[src/rtl/spi_master.sv]
// SPI master (mode 0, MSB first) on the io bus, with TX and RX byte FIFOs.
// Registers: CTRL at base, STATUS at base+1, DATA at base+2.
module spi_master #(
  parameter logic [7:0] SPI_ADDRESS = 8'h1C,
  parameter int         FIFO_DEPTH  = 4
) (
  input  logic       clk,
  input  logic       rst,
  input  logic [7:0] din,
  input  logic [7:0] address,
  input  logic       w_en,
  input  logic       r_en,
  output logic [7:0] dout,
  output logic       sck,
  output logic       mosi,
  input  logic       miso,
  output logic       cs_n,
  output logic       irq
);
  localparam int AW = $clog2(FIFO_DEPTH);
  localparam logic [7:0] CTRL_ADDR = SPI_ADDRESS;
  localparam logic [7:0] STAT_ADDR = SPI_ADDRESS + 8'd1;
  localparam logic [7:0] DATA_ADDR = SPI_ADDRESS + 8'd2;
  localparam logic [AW:0] PTR_ONE = {{AW{1'b0}}, 1'b1};

  typedef enum logic [1:0] {IDLE, LOAD, SHIFT, DONE} state_t;

  state_t      state_q;
  logic [7:0]  ctrl_q, ctrl_d;
  logic        overrun_q, overrun_d;
  logic [7:0]  dout_q, dout_d;
  logic [AW:0] tx_wr_q, tx_wr_d, tx_rd_q, tx_rd_d;
  logic [AW:0] rx_wr_q, rx_wr_d, rx_rd_q, rx_rd_d;
  logic [7:0]  tx_mem [FIFO_DEPTH];
  logic [7:0]  rx_mem [FIFO_DEPTH];
  logic        sck_q, mosi_q, irq_q, miso_bit_q;
  logic [7:0]  shift_q;
  logic [3:0]  hp_q, edge_q;

  logic       en, irq_en, busy;
  logic [3:0] div;
  logic       tx_full, tx_empty, rx_full, rx_empty;
  logic       tx_push, tx_pop, rx_push, rx_pop;
  logic [7:0] tx_head, rx_head, status;

  assign en     = ctrl_q[7];
  assign irq_en = ctrl_q[5];
  assign div    = ctrl_q[3:0];
  assign busy   = state_q != IDLE;

  assign tx_empty = tx_wr_q == tx_rd_q;
  assign tx_full  = (tx_wr_q[AW] != tx_rd_q[AW]) && (tx_wr_q[AW-1:0] == tx_rd_q[AW-1:0]);
  assign rx_empty = rx_wr_q == rx_rd_q;
  assign rx_full  = (rx_wr_q[AW] != rx_rd_q[AW]) && (rx_wr_q[AW-1:0] == rx_rd_q[AW-1:0]);

  assign tx_head = tx_mem[tx_rd_q[AW-1:0]];
  assign rx_head = rx_mem[rx_rd_q[AW-1:0]];
  assign status  = {2'b00, overrun_q, busy, rx_empty, rx_full, tx_empty, tx_full};

  assign tx_push = w_en && (address == DATA_ADDR) && !tx_full;
  assign tx_pop  = state_q == LOAD;
  assign rx_push = (state_q == DONE) && !rx_full;
  assign rx_pop  = r_en && (address == DATA_ADDR) && !rx_empty;

  always_comb begin
    ctrl_d    = ctrl_q;
    overrun_d = overrun_q;
    tx_wr_d   = tx_push ? tx_wr_q + PTR_ONE : tx_wr_q;
    tx_rd_d   = tx_pop  ? tx_rd_q + PTR_ONE : tx_rd_q;
    rx_wr_d   = rx_push ? rx_wr_q + PTR_ONE : rx_wr_q;
    rx_rd_d   = rx_pop  ? rx_rd_q + PTR_ONE : rx_rd_q;
    dout_d    = 8'h00;
    if (w_en && (address == CTRL_ADDR)) ctrl_d = din & 8'hBF;
    if (w_en && (address == STAT_ADDR)) overrun_d = 1'b0;
    // A byte dropped in the same cycle as a clear still counts as an overrun.
    if ((state_q == DONE) && rx_full) overrun_d = 1'b1;
    if (r_en) begin
      case (address)
        CTRL_ADDR: dout_d = ctrl_q;
        STAT_ADDR: dout_d = status;
        DATA_ADDR: dout_d = rx_empty ? 8'h00 : rx_head;
        default:   dout_d = 8'h00;
      endcase
    end
  end

  always_ff @(posedge clk) begin
    if (rst) begin
      ctrl_q    <= 8'h00;
      overrun_q <= 1'b0;
      dout_q    <= 8'h00;
      tx_wr_q   <= '0;
      tx_rd_q   <= '0;
      rx_wr_q   <= '0;
      rx_rd_q   <= '0;
    end else begin
      ctrl_q    <= ctrl_d;
      overrun_q <= overrun_d;
      dout_q    <= dout_d;
      tx_wr_q   <= tx_wr_d;
      tx_rd_q   <= tx_rd_d;
      rx_wr_q   <= rx_wr_d;
      rx_rd_q   <= rx_rd_d;
    end
  end

  always_ff @(posedge clk) begin
    if (tx_push) tx_mem[tx_wr_q[AW-1:0]] <= din;
    if (rx_push) rx_mem[rx_wr_q[AW-1:0]] <= shift_q;
  end

  // miso is held in miso_bit_q from the rising edge and enters shift_q on the falling edge.
  always_ff @(posedge clk) begin
    if (rst) begin
      state_q    <= IDLE;
      sck_q      <= 1'b0;
      mosi_q     <= 1'b0;
      irq_q      <= 1'b0;
      miso_bit_q <= 1'b0;
      shift_q    <= 8'h00;
      hp_q       <= 4'd0;
      edge_q     <= 4'd0;
    end else begin
      irq_q <= 1'b0;
      case (state_q)
        IDLE: if (en && !tx_empty) state_q <= LOAD;
        LOAD: begin
          if (!en) begin
            state_q <= IDLE;
            sck_q   <= 1'b0;
            mosi_q  <= 1'b0;
          end else begin
            shift_q <= tx_head;
            mosi_q  <= tx_head[7];
            hp_q    <= 4'd0;
            edge_q  <= 4'd0;
            state_q <= SHIFT;
          end
        end
        SHIFT: begin
          if (!en) begin
            state_q <= IDLE;
            sck_q   <= 1'b0;
            mosi_q  <= 1'b0;
          end else if (hp_q == div) begin
            hp_q   <= 4'd0;
            sck_q  <= ~sck_q;
            edge_q <= edge_q + 4'd1;
            if (!sck_q) begin
              miso_bit_q <= miso;
            end else begin
              shift_q <= {shift_q[6:0], miso_bit_q};
              mosi_q  <= shift_q[6];
            end
            if (edge_q == 4'd15) state_q <= DONE;
          end else begin
            hp_q <= hp_q + 4'd1;
          end
        end
        DONE: begin
          irq_q   <= irq_en && !rx_full;
          state_q <= IDLE;
        end
        default: state_q <= IDLE;
      endcase
    end
  end

  assign dout = dout_q;
  assign sck  = sck_q;
  assign mosi = mosi_q;
  assign cs_n = ~ctrl_q[4];
  assign irq  = irq_q;

endmodule

[config.mk]
export PLATFORM = sky130hd
export DESIGN_NAME = spi_master
export DESIGN_NICKNAME = d
export VERILOG_FILES = /design/src/rtl/spi_master.sv
export SDC_FILE = /design/constraint.sdc
export NUM_CORES = 1
export LEC_CHECK = 0
export CORE_MARGIN = 8
export CORE_UTILIZATION = 63
export CTS_CLUSTER_SIZE = 12
export DETAILED_ROUTE_END_ITERATION = 7
export MAX_ROUTING_LAYER = met4
export PLACE_DENSITY_LB_ADDON = 0.15
export SETUP_SLACK_MARGIN = 0.2
export SLEW_MARGIN = 15
export SYNTH_ARGS = -nofsm -noshare
export SYNTH_HDL_FRONTEND = slang
export SYNTH_SLANG_ARGS = --single-unit
[constraint.sdc]
create_clock -name clk -period 5.9 [get_ports clk]
set_input_delay 0.885 -clock clk [delete_from_list [all_inputs] [get_ports clk]]
set_output_delay 0.885 -clock clk [all_outputs]
set_load 0.02 [all_outputs]
Yosys cells after proc, flatten, opt, wreduce, memory -nomap -nowiden
Memories as Yosys holds them, arrays and structs flattened. A register that Yosys moved wholly into a read port is not among the register bits.
Index checks and enable logic that the tools add are counted.
- add/sub/neg operators: 6
- equal/unequal tests: 23
- mux-type cells: 39
- bitwise logic cells: 4
- reduce and logical (&&, ||, !) cells: 29
- operators by type and width (operator ; count):
    $mux 8 ; 5
    $eq 8x5->1 const B ; 3
    $pmux 8 s3 ; 1
    $mux 4 ; 5
    $mux 2 ; 9
    $pmux 4 s2 ; 2
    $pmux 8 s2 ; 1
    $mux 1 ; 13
    $add 3x1->3 const B ; 4
    $logic_and 1x1->1 ; 12
    $ne 2x2->1 const B ; 6
    $reduce_and 3->1 ; 4
    $ne 3x3->1 const B ; 3
    $add 4x1->4 const B ; 2
    $pmux 2 s4 ; 1
    $reduce_and 4->1 ; 2
    $eq 3x3->1 ; 2
    $reduce_bool 2->1 ; 3
    $reduce_and 5->1 ; 1
    $eq 2x2->1 ; 2
    $eq 2x2->1 const B ; 2
    $eq 4x4->1 ; 1
    $eq 4x4->1 const B ; 1
    $logic_not 1->1 ; 4
    6 further kinds ; 12
- bits in registers: 50
- RAM bits: 64
- input port bits: 21
- output and inout port bits: 12
- logic and storage cells: 118
- memories: 2
- memory list (name ; depth ; width ; rd ports ; clocked after Yosys merged registers in ; write ports ; RTL line ; RTL):
    rx_mem ; 4 ; 8 ; 1 ; 1 ; 1 ; 35 ; logic [7:0] rx_mem [FIFO_DEPTH];
    tx_mem ; 4 ; 8 ; 1 ; 1 ; 1 ; 34 ; logic [7:0] tx_mem [FIFO_DEPTH];

Depth between registers and ports, before layout
Gate-level depths: netlist of run 1.
- depth after elaboration: 6
- gate-level depth with buffers: 9
- gate-level depth less buffers: 7

Least setup slack after synthesis of run 1
OpenSTA, ideal clock, no wires.
- path type: input port to flip-flop
- start: input port address[5]
- end: memory tx_mem[0][0], enable pin
- library setup time: 0.332 ns
- data arrival time: 2.171 ns
- required time: 5.568 ns
- path slack: 3.397 ns
- stages on the path: 4
- path buffers: 0
- cells stage by stage: nor4b_2 -> nand2_2 -> a211oi_2 -> and2_1
- longest elaborated chain between the ends: 5
- ends and longest elaborated chain (element ; RTL line ; RTL):
    start, declared ; 10 ; input logic [7:0] address,
    $eq 8x5->1 ; 60 ; assign tx_push = w_en && (address == DATA_ADDR) && !tx_full;
    $logic_and 1x1->1 (2 in series) ; 60 ;
    $mux 1 ; 108 ; if (tx_push) tx_mem[tx_wr_q[AW-1:0]] <= din;
    $mux 1 (not written as such) ; 108 ;
    end, declared ; 34 ;
No other way between the ends.

Worst setup path in the final report of run 1
- start: input port address[5]
- end: memory tx_mem[0][1], enable pin
The elaborated chain is that of the path after synthesis.

==> results of run 1 <==
-- sequential cells by signal, summed over array words and instances (netlist names), named ones only --
name,count
ctrl_q,7
dout,8
edge_q,4
hp_q,4
irq,1
miso_bit_q,1
mosi,1
overrun_q,1
rx_mem,32
rx_rd_q,3
rx_wr_q,3
sck,1
shift_q,8
state_q,2
tx_mem,32
tx_rd_q,3
tx_wr_q,3
-- kinds of logic after synthesis --
kind of cell               after synthesis  share of synthesized area [%]
DFF                                    118                           59.9
and+or+nand+nor                         91                           9.44
AOI/OAI and AO/OA                       60                           9.04
muxes                                   36                           11.2
buffers and inverters                   29                           2.27
xor gates and xnor gates                22                           3.85
adders and majority gates               17                           4.24
-- worst reg2reg max path, delay by kind of cell (launching register included) --
family                   cells  cell delay, ns
adder cells (fa/ha/maj)      1            0.52
buffers and inverters        1            0.11
AO/OA/AOI/OAI                2            0.76
AND/OR/NAND/NOR              3            1.02
flip-flops                   1            0.36
-- stage by stage --
| stage | total power, mW | setup slack [ns] | instance area [µm²] |
|---|---|---|---|
| 2_1_floorplan | 0.958 | 3.40 | 5010 |
| 3_3_place_gp | 0.989 | 2.64 | 5410 |
| 3_5_place_dp | 0.993 | 2.55 | 5410 |
| 4_1_cts | 1.91 | 3.10 | 5950 |
| 5_1_grt | 1.96 | 2.85 | 5950 |
| 6_report | 1.90 | 3.05 | 5950 |
-- worst max path at each step --
stage	endpoint	startpoint	slack, ns	cells after the start
2_1_floorplan	tx_mem[0][0]$_DFFE_PP_	address[5]	3.40	4
3_3_place_gp	tx_mem[1][5]$_DFFE_PP_	address[5]	2.64	5
3_5_place_dp	tx_mem[0][5]$_DFFE_PP_	address[5]	2.55	5
4_1_cts	edge_q[3]$_SDFFE_PP0P_	state_q[0]$_SDFFE_PP0P_	3.10	7
5_1_grt	edge_q[3]$_SDFFE_PP0P_	state_q[0]$_SDFFE_PP0P_	2.85	7
6_report	tx_mem[0][1]$_DFFE_PP_	address[5]	3.05	5
-- power breakdown --
part | switching, mW | total, mW | internal [mW]
Sequential | 0.0165 | 0.894 | 0.878
Clock | 0.368 | 0.925 | 0.557
Combinational | 0.0422 | 0.0821 | 0.0399
-- placed cells by master (no fill, tap or decap), drive strengths merged, types with 10 or more instances in the layout --
cell	count
nor2	37
inv	13
clkinv	10
dfxtp	54
clkdlybuf4s50	32
mux2i	18
ha	17
nand2	13
a311oi	10
nand3	11
edfxtp	64
xnor2	16
mux4	16
clkbuf	17
a21oi	21
-- synthesized netlist by cell type (4+ instances only) --
cell	n
edfxtp_1	64
dfxtp_1	54
nor2_1	37
a21oi_1	21
mux2i_1	18
ha_1	17
mux4_2	16
xnor2_1	16
inv_1	12
nand2_1	11
nand3_1	11
clkbuf_1	10
a311oi_1	9
and2_1	9
o21ai_0	7
a22oi_1	6
xor2_1	6
buf_2	4
-- cell type report --
type | instances | share of cell area, %
Inverter | 12 | 0.757
Multi-Input combinational cell | 226 | 31.8
Clock inverter | 15 | 2.23
Clock buffer | 17 | 6.96
Timing Repair Buffer | 34 | 5.63
Tap cell | 102 | 2.14
Sequential cell | 118 | 50.5
-- routing by layer --
| layer | track usage, % | share of wire [%] | vias to the layer above |
|---|---|---|---|
| li1 | - | - | 1476 |
| met1 | 22.7 | 43 | 1537 |
| met2 | 30.7 | 48 | 107 |
| met3 | 6.27 | 5.7 | 26 |
| met4 | 10.5 | 2.8 | 0 |
| met5 | - | 0 | - |
==> results by group, run 1 <==
Placement
  • Dpl hpwl: 7090 µm
  • Cells after DPL: 492
  • Port buffer count: 32
  • Routability cong.: 0.864

Floorplan
  • Die H: 105 µm
  • I/O pin count: 33
  • Die X: 105 µm
  • Die area: 11,100 µm²
  • Initial Util: 64.8%
  • Num rows: 32
  • Core box area: 7730 µm²

Global route
  • Initial antenna violation count: 0
  • First-pass GRT wire length: 16,500 µm
  • Largest net degree at the start of global routing: 49
  • Total GRT Usage: 19.9%
  • Vias in the first global route: 3,189
  • Grt total ovfl: 0

CTS
  • Inserted Clock Buffers: 17
  • CTS H-tree lvls: 4
  • Clock Path Buffers: 2
  • Hold-fix buffers, CTS: 0
  • Root buffer cell: clkbuf_8
  • Clock-pin transition on the worst setup and hold timing paths: 0.06 ns
  • CTS resizes: 0
  • TritonCTS clock tree: yes
  • Post-CTS setup buffer count: 0
  • TritonCTS Sinks: 118
  • Clock Latency Late Sink: 0.51 ns

Setup path
  • Crit path max-delay cell type: nor4b_2
  • Worst Path Buf+Inv: 1
  • CP arrival: 3.01 ns
  • Crit Path Category: primary input to flip-flop
  • Crit Path Max Fanout: 8
  • Worst path cell trace: clkdlybuf4s50_1 > nor4b_2 > nand2_2 > a211oi_2 > and2_1
  • CP max stage delay: 0.64 ns
  • Data required, critical path: 6.07 ns
  • R2r setup slk: 3.08 ns
  • FF-to-FF End: edge_q[3]$_SDFFE_PP0P_
  • Worst R2R Start: state_q[0]$_SDFFE_PP0P_
  • Family with the most delay on the worst path: simple AND/OR/NAND/NOR gates
  • Critical path endpoint category: flip-flop
  • R2R depth: 7
  • Crit path launch type: primary input

STA
  • Fmax: 351 MHz
  • Hold slack: 0.477 ns
  • RSZ-0062 raised after global routing: false
  • Fin crit period: 2.85 ns
  • Slew HR: 40.8%
  • Final hold violation count: 0
  • Final worst-path cycle share: 48.2%
  • Fin. max-slew vios: 0
  • Final setup viols: 0
  • Setup TNS: 0 ns
  • Worst-margin pin slew: 0.888 ns
  • Clk_skew: 0.0110 ns

Yosys
  • Register bit total from synthesis: 118
  • Yosys warnings: 0
  • Number of synthesized flops with an enable pin: 64
  • Post-synthesis sequential area ratio: 59.9%
  • Cell count after synthesis: 373
  • Mapped Nets: 411
  • Synth async-reset ratio: 0%
  • Synth area leaders: edfxtp_1 38%, dfxtp_1 22%, mux4_2 7.2%
  • Area leader, netlist: edfxtp_1
  • Synth top area share: 38.4%
  • Synth Area per Inst: 13.4 µm²
  • Synthesized cell area: 5010 µm²
  • Netlist cell types: 49
  • Main synth FF type: edfxtp_1

Cells and area
  • Multi-input logic area: 1890 µm²
  • Share of cells above drive strength 1: 14.5%
  • Register area: 3000 µm²
  • Area Growth Syn to Fin: 18.8%
  • N_diodes: 0
  • Final #Nets: 447
  • Number of fill cells: 469
  • Final core occ: 77.0%
  • Non-Filler Instances: 524

Route
  • WL/cell: 19.4 µm
  • Antenna Violating Nets Remaining: 0
  • Vias per inst: 6.00
  • Router iterations before antenna repair: 4
  • DRC: 0
  • Drt total wl: 10,200 µm
  • DR iter-0 viols: 223
  • Vias: 3,146

Pwr
  • Pwr dens: 319 nW/µm²
  • Worst VDD drop: 0.000326 V
  • Leak: 2.00 nW

Worst hold path
  • WHS Path Cells: 2
  • Hold Path End: mosi$_SDFFE_PP0P_
  • Worst min path class: flip-flop to flip-flop
  • Hold path start: mosi$_SDFFE_PP0P_

Outcome
  • Outcome: finished clean

Flow run
  • Max cap viols: 0
Note: power is estimated with default switching activity, not from simulation.
==> run 2: changes to the inputs <==
- CORE_UTILIZATION: 63 -> 53
- clock period: 5.9 -> 2.35 ns (I/O delays scaled with it)
==> run 2 against run 1 <==
Compared with the run above: critical path depth is 2 higher; sequential share of layout area is 1.2 points lower; highest routed layer unchanged; critical endpoint is now edge_q[2]$_SDFFE_PP0P_; register-to-register slack worse by 2.7 ns; final cell count is 4.6% higher.
==> results by group, run 2 (synthesized netlist as in run 1, its figures left out) <==
Outcome
  • Outcome: finished clean (unchanged)

Floorplan
  • Die area: 12,800 µm² (was 11,100 µm²)
  • Num rows: 35 (was 32)
  • Die H: 113 µm (was 105 µm)
  • I/O pin count: 33 (unchanged)
  • Initial Util: 54.5% (was 64.8%)
  • Core box area: 9200 µm² (was 7730 µm²)
  • Die X: 113 µm (was 105 µm)

Setup path
  • R2R depth: 7 (unchanged)
  • Crit path max-delay cell type: dfxtp_1 (was nor4b_2)
  • CP max stage delay: 0.37 ns (was 0.64 ns)
  • CP arrival: 2.36 ns (was 3.01 ns)
  • Crit path launch type: flip-flop (was primary input)
  • Critical path endpoint category: flip-flop (unchanged)
  • R2r setup slk: 0.39 ns (was 3.08 ns)
  • Worst R2R Start: state_q[1]$_SDFFE_PP0P_ (was state_q[0]$_SDFFE_PP0P_)
  • Crit Path Max Fanout: 6 (was 8)
  • Data required, critical path: 2.75 ns (was 6.07 ns)
  • Worst path cell trace: inv_1 > ha_1 > nor2_1 > o21ai_0 > a21oi_2 > a21boi_0 > o32ai_1 (was clkdlybuf4s50_1 > nor4b_2 > nand2_2 > a211oi_2 > and2_1)
  • Crit Path Category: flip-flop to flip-flop (was primary input to flip-flop)
  • FF-to-FF End: edge_q[2]$_SDFFE_PP0P_ (was edge_q[3]$_SDFFE_PP0P_)

STA
  • Clk_skew: 0.00824 ns (was 0.0110 ns)
  • Final worst-path cycle share: 83.5%
  • Final worst setup slack: 0.387 ns (was 3.05 ns)
  • Final hold violation count: 0 (unchanged)
  • Fin crit period: 1.96 ns
  • Slew HR: 60.1% (was 40.8%)
  • Final setup viols: 0 (unchanged)
  • Worst-margin pin slew: 0.598 ns (was 0.888 ns)
  • Fmax: 509 MHz
  • Hold slack: 0.460 ns (was 0.477 ns)
  • Fin. max-slew vios: 0 (unchanged)
  • RSZ-0062 raised after global routing: false (unchanged)

Cells and area
  • Share of cells above drive strength 1: 17.2% (was 14.5%)
  • Final core occ: 66.3% (was 77.0%)
  • Number of fill cells: 667 (was 469)
  • Non-Filler Instances: 548 (was 524)
  • Final #Nets: 462 (was 447)
  • Area Growth Syn to Fin: 21.7% (was 18.8%)
  • Leading cell type in the layout, fill and taps excluded: edfxtp_1 (unchanged)
  • Commonest non-fill, non-tap cells in the layout: 64 x edfxtp_1, 54 x dfxtp_1, 37 x nor2_1, 32 x clkdlybuf4s50_1, 20 x a21oi_1 (was 64 x edfxtp_1, 54 x dfxtp_1, 37 x nor2_1, 32 x clkdlybuf4s50_1, 21 x a21oi_1)
  • N_diodes: 0 (unchanged)

Global route
  • First-pass GRT wire length: 16,200 µm (was 16,500 µm)
  • Initial antenna violation count: 0 (unchanged)
  • Vias in the first global route: 3,097 (was 3,189)
  • Total GRT Usage: 17.3% (was 19.9%)
  • Grt total ovfl: 0 (unchanged)
  • Largest net degree at the start of global routing: 26 (was 49)

Route
  • Vias: 3,120 (was 3,146)
  • Antenna Violating Nets Remaining: 0 (unchanged)
  • DR iter-0 viols: 178 (was 223)
  • DRC: 0 (unchanged)
  • Vias per inst: 5.69 (was 6.00)
  • Drt total wl: 10,100 µm (was 10,200 µm)
  • Router iterations before antenna repair: 5 (was 4)
  • WL/cell: 18.5 µm (was 19.4 µm)

CTS
  • Root buffer cell: clkbuf_8 (unchanged)
  • Clock-pin transition on the worst setup and hold timing paths: 0.06 ns (about the same)
  • TritonCTS clock tree: yes (unchanged)
  • CTS H-tree lvls: 4 (unchanged)
  • Clock Path Buffers: 2 (unchanged)
  • Inserted Clock Buffers: 17 (unchanged)
  • TritonCTS Sinks: 118 (unchanged)
  • Clock Latency Late Sink: 0.51 ns (about the same)

Worst hold path
  • Hold Path End: miso_bit_q$_SDFFE_PP0P_ (was mosi$_SDFFE_PP0P_)
  • Hold path start: miso (was mosi$_SDFFE_PP0P_)
  • Worst min path class: primary input to flip-flop (was flip-flop to flip-flop)
  • WHS Path Cells: 3 (was 2)

Pwr
  • Pwr dens: 793 nW/µm² (was 319 nW/µm²)
  • P_int: 3.81 mW (was 1.47 mW)
  • Leak: 2.09 nW (was 2.00 nW)
  • Switch Pwr: 1.03 mW (was 0.426 mW)
  • Clock power share: 49.1% (was 48.6%)
  • Reg power frac: 46.3% (was 47.0%)
  • Worst VDD drop: 0.000632 V (was 0.000326 V)
  • Comb pwr share: 4.6% (was 4.3%)
  • Switch share: 21.3% (was 22.4%)
  • Overall power: 4.84 mW (was 1.90 mW)

Placement
  • Pre-CTS WS: -0.00178 ns (was 2.55 ns)
  • Dpl hpwl: 7210 µm (was 7090 µm)
  • Routability cong.: 0.830 (was 0.864)
  • Cells after DPL: 516 (was 492)
  • Port buffer count: 32 (unchanged)

Flow run
  • Max cap viols: 0 (unchanged)
[run 2: cell types whose count changed in the layout (fill, tap and decap cells not counted), sizes merged]
cell and change:
buf +15, clkinvlp -2, bufinv +1, clkbuf +1
[run 2: worst max-delay path by stage]
stage                                  from                 endpoint  slack [ns]  cells past startpoint
floorplan                        address[5]   tx_mem[0][0]$_DFFE_PP_        0.38                      4
global placement                 address[5]   tx_mem[1][6]$_DFFE_PP_        0.01                      6
detailed placement               address[5]   tx_mem[1][5]$_DFFE_PP_      -0.002                      6
CTS                 state_q[1]$_SDFFE_PP0P_   edge_q[2]$_SDFFE_PP0P_        0.27                      7
global route           hp_q[0]$_SDFFE_PP0P_  shift_q[5]$_SDFFE_PP0P_        0.24                      5
finish              state_q[1]$_SDFFE_PP0P_   edge_q[2]$_SDFFE_PP0P_        0.39                      7
[run 2: power groups by stage]
stage	clock network, mW	logic [mW]	registers [mW]
6_report	2.38	0.222	2.24
5_1_grt	2.51	0.246	2.24
4_1_cts	2.41	0.223	2.24
3_5_place_dp	0	0.222	2.28
3_3_place_gp	0	0.218	2.28
2_1_floorplan	0	0.138	2.27
[run 2: area by class of cell]
type                       instances  area, µm²  share of cell area (%)
tap                              111        139                    2.28
inverter                          12       45.0                   0.739
multi-input combinational        226       1900                    31.1
clock buffer                      18        418                    6.85
timing repair buffer              49        460                    7.55
clock inverter                    14        135                    2.22
sequential                       118       3000                    49.2
[run 2: through the flow]
step	setup TNS (ns)	instance area [µm²]
after floorplan	0	5010
after global placement	0	5540
after detailed placement	-0.0132	5540
after CTS	0	6090
after global routing	0	6100
final	0	6100
[run 2: critical path: cells and delay by family, from the launching register on]
family                   cells  cell delay (ns)
AO/OA/AOI/OAI                4             0.81
flip-flops                   1             0.37
adder cells (fa/ha/maj)      1             0.31
AND/OR/NAND/NOR              1             0.25
buffers and inverters        1             0.11
[run 2: per-layer routing]
| metal | track usage (%) | vias to the layer above | part of all wire (%) |
|---|---|---|---|
| li1 | - | 1514 | - |
| met4 | 6.66 | 0 | 1.1 |
| met3 | 4.90 | 12 | 4.9 |
| met5 | - | - | 0 |
| met1 | 20.9 | 1512 | 46 |
| met2 | 27.1 | 82 | 48 |
[run 2: repair_timing]
action | CTS | global route
hold buffers | 0 | 0
setup buffers | 0 | 0
resized for setup | 0 | 1
endpoints found under the setup margin | 0 | 4
==> run 3: changes to the inputs <==
- clock period: 2.35 -> 1.7 ns (I/O delays scaled with it)
==> run 3 against run 2 <==
Compared with the run above: via count grew 9.9%; clock power rose by 55%; sequential power rose by 38%; utilization is 12 points higher.
==> results by group, run 3 (synthesized netlist as in run 1, its figures left out) <==
Outcome
  • Outcome: finished clean (unchanged)

CTS
  • CTS H-tree lvls: 4 (unchanged)
  • Clock Latency Late Sink: 0.51 ns (about the same)
  • Hold-fix buffers, CTS: 0 (unchanged)
  • Inserted Clock Buffers: 17 (unchanged)
  • Root buffer cell: clkbuf_8 (unchanged)
  • TritonCTS clock tree: yes (unchanged)
  • Clock-pin transition on the worst setup and hold timing paths: 0.06 ns (about the same)
  • TritonCTS Sinks: 118 (unchanged)
  • Clock Path Buffers: 2 (unchanged)

Cells and area
  • Final #Nets: 513 (was 462)
  • Leading cell type in the layout, fill and taps excluded: edfxtp_1 (unchanged)
  • Number of fill cells: 515 (was 667)
  • Share of cells above drive strength 1: 42.3% (was 17.2%)
  • Commonest non-fill, non-tap cells in the layout: 64 x edfxtp_1, 47 x buf_4, 35 x nor2_1, 33 x dfxtp_1 (was 64 x edfxtp_1, 54 x dfxtp_1, 37 x nor2_1, 32 x clkdlybuf4s50_1, 20 x a21oi_1)
  • N_diodes: 0 (unchanged)
  • Final instance area: 7160 µm² (was 6100 µm²)
  • Area Growth Syn to Fin: 42.9% (was 21.7%)
  • Final core occ: 77.9% (was 66.3%)

Global route
  • Grt total ovfl: 0 (unchanged)
  • Vias in the first global route: 3,458 (was 3,097)
  • First-pass GRT wire length: 18,100 µm (was 16,200 µm)
  • Total GRT Usage: 19.1% (was 17.3%)
  • Initial antenna violation count: 0 (unchanged)
  • Largest net degree at the start of global routing: 29 (was 26)

Floorplan
  • Num rows: 35 (unchanged)
  • Core box area: 9200 µm² (unchanged)
  • Initial Util: 54.5% (unchanged)
  • Die area: 12,800 µm² (unchanged)
  • Die X: 113 µm (unchanged)
  • I/O pin count: 33 (unchanged)
  • Die H: 113 µm (unchanged)

Setup path
  • CP max stage delay: 0.35 ns (was 0.37 ns)
  • Crit Path Max Fanout: 8 (was 6)
  • Crit path max-delay cell type: dfxtp_2 (was dfxtp_1)
  • R2r setup slk: 0.02 ns (was 0.39 ns)
  • WP depth: 8 (was 7)
  • Worst Path Buf+Inv: 4 (was 1)
  • CP arrival: 2.07 ns (was 2.36 ns)
  • Crit Path Category: flip-flop to flip-flop (unchanged)
  • FF-to-FF End: shift_q[6]$_SDFFE_PP0P_ (was edge_q[2]$_SDFFE_PP0P_)
  • Worst R2R Start: ctrl_q[0]$_SDFFE_PP0P_ (was state_q[1]$_SDFFE_PP0P_)
  • R2R depth: 8 (was 7)
  • Critical path endpoint category: flip-flop (unchanged)
  • Worst path cell trace: xnor2_2 > nand4_1 > o21ai_4 > buf_6 > buf_6 > buf_6 > buf_16 > a311oi_2 (was inv_1 > ha_1 > nor2_1 > o21ai_0 > a21oi_2 > a21boi_0 > o32ai_1)
  • Most used cell, CP: buf_6
  • Crit path launch type: flip-flop (unchanged)
  • Data required, critical path: 2.08 ns (was 2.75 ns)
  • Family with the most delay on the worst path: buffers and inverters (was compound AO/OA/AOI/OAI gates)

STA
  • Final hold violation count: 0 (unchanged)
  • Clk_skew: 0.00628 ns (was 0.00824 ns)
  • Final worst-path cycle share: 99.0% (was 83.5%)
  • Setup TNS: 0 ns (unchanged)
  • Final setup viols: 0 (unchanged)
  • Slew HR: 67.8% (was 60.1%)
  • Worst-margin pin slew: 0.483 ns (was 0.598 ns)
  • Fmax: 594 MHz (was 509 MHz)
  • Fin crit period: 1.68 ns (was 1.96 ns)
  • RSZ-0062 raised after global routing: true (was false)
  • Fin. max-slew vios: 0 (unchanged)

Route
  • Antenna Violating Nets Remaining: 0 (unchanged)
  • DR iter-0 viols: 204 (was 178)
  • WL/cell: 21.2 µm (was 18.5 µm)
  • DRC: 0 (unchanged)
  • Router iterations before antenna repair: 7 (was 5)
  • Drt total wl: 12,700 µm (was 10,100 µm)
  • Vias per inst: 5.74 (was 5.69)
  • Vias: 3,430 (was 3,120)

Worst hold path
  • Hold path start: din[6] (was miso)
  • Worst min path class: primary input to flip-flop (unchanged)
  • Hold Path End: tx_mem[1][6]$_DFFE_PP_ (was miso_bit_q$_SDFFE_PP0P_)
  • WHS Path Cells: 1 (was 3)

Placement
  • Port buffer count: 32 (unchanged)
  • Post-DP Area: 5780 µm² (was 5540 µm²)
  • Routability cong.: 0.809 (was 0.830)
  • Dpl hpwl: 7310 µm (was 7210 µm)

Flow run
  • Max cap viols: 0 (unchanged)

Pwr
  • Overall power: 7.28 mW (was 4.84 mW)
  • Leak: 2.61 nW (was 2.09 nW)
  • Worst VDD drop: 0.000747 V (was 0.000632 V)
  • Pwr dens: 1020 nW/µm² (was 793 nW/µm²)
run 3: cell types whose count changed in the layout (fill, tap and decap cells not counted), sizes merged:
cell           change
bufinv             +2
buf               +50
dlygate4sd2       +14
clkinvlp           +3
inv                +3
and2               +1
clkbuf             +1
clkdlybuf4s50     -16
clkinv             -8
run 3: per-stage QoR:
stage | setup slack (ns) | hold WS (ns) | instances
after global routing | -0.0322 | 0.395 | 598
after CTS | 0.104 | 0.352 | 580
after global placement | -0.367 | 0.468 | 532
after floorplan | 0.0471 | 0.354 | 373
final | 0.0166 | 0.407 | 598
after detailed placement | -0.382 | 0.477 | 532
run 3: routing by layer:
layer,vias to the layer above,GRT usage (%),part of all wire [%]
met3,33,4.47,5.2
li1,1609,-,-
met1,1672,21.9,40
met5,-,-,0
met2,116,31.1,52
met4,0,8.88,3.1
run 3: what timing repair did:
action | in CTS | in global routing
setup endpoints to repair | 107 | 110
gates resized for setup | 69 | 55
buffers inserted | 14 | 17
gates cloned | 3 | 1
pin swaps | 16 | 27
run 3: worst reg2reg max path, cell delays in order (launching register included):
cell	delay (ns)
dfxtp_2	0.35
xnor2_2	0.19
nand4_1	0.22
o21ai_4	0.27
buf_6	0.13
buf_6	0.08
buf_6	0.10
buf_16	0.12
a311oi_2	0.09
run 3: power by group:
part           internal [mW]  switching, mW  leakage (nW)
registers               3.04         0.0484          1.03
clock network           2.39           1.31         0.288
logic                  0.255          0.242          1.29
total                   5.68           1.60          2.61
run 3: final cells by class:
cell class	instances	area [µm²]	area share (%)
Clock inverter	14	199	2.78
Timing Repair Buffer	99	966	13.5
Inverter	12	52.6	0.734
Sequential cell	118	3050	42.7
Tap cell	111	139	1.94
Multi-Input combinational cell	227	2330	32.6
Clock buffer	17	414	5.78
run 3: worst max-delay path by stage:
stage / from / to / slack, ns
2_1_floorplan: address[5] / flip-flop / 0.05
4_1_cts: hp_q[0]$_SDFFE_PP0P_ / shift_q[7]$_SDFFE_PP0P_ / 0.10
3_5_place_dp: address[5] / rx_rd_q[0]$_SDFFE_PP0P_ / -0.38
5_1_grt: state_q[0]$_SDFFE_PP0P_ / shift_q[6]$_SDFFE_PP0P_ / -0.03
6_report: ctrl_q[0]$_SDFFE_PP0P_ / shift_q[6]$_SDFFE_PP0P_ / 0.02
3_3_place_gp: address[5] / rx_rd_q[0]$_SDFFE_PP0P_ / -0.37
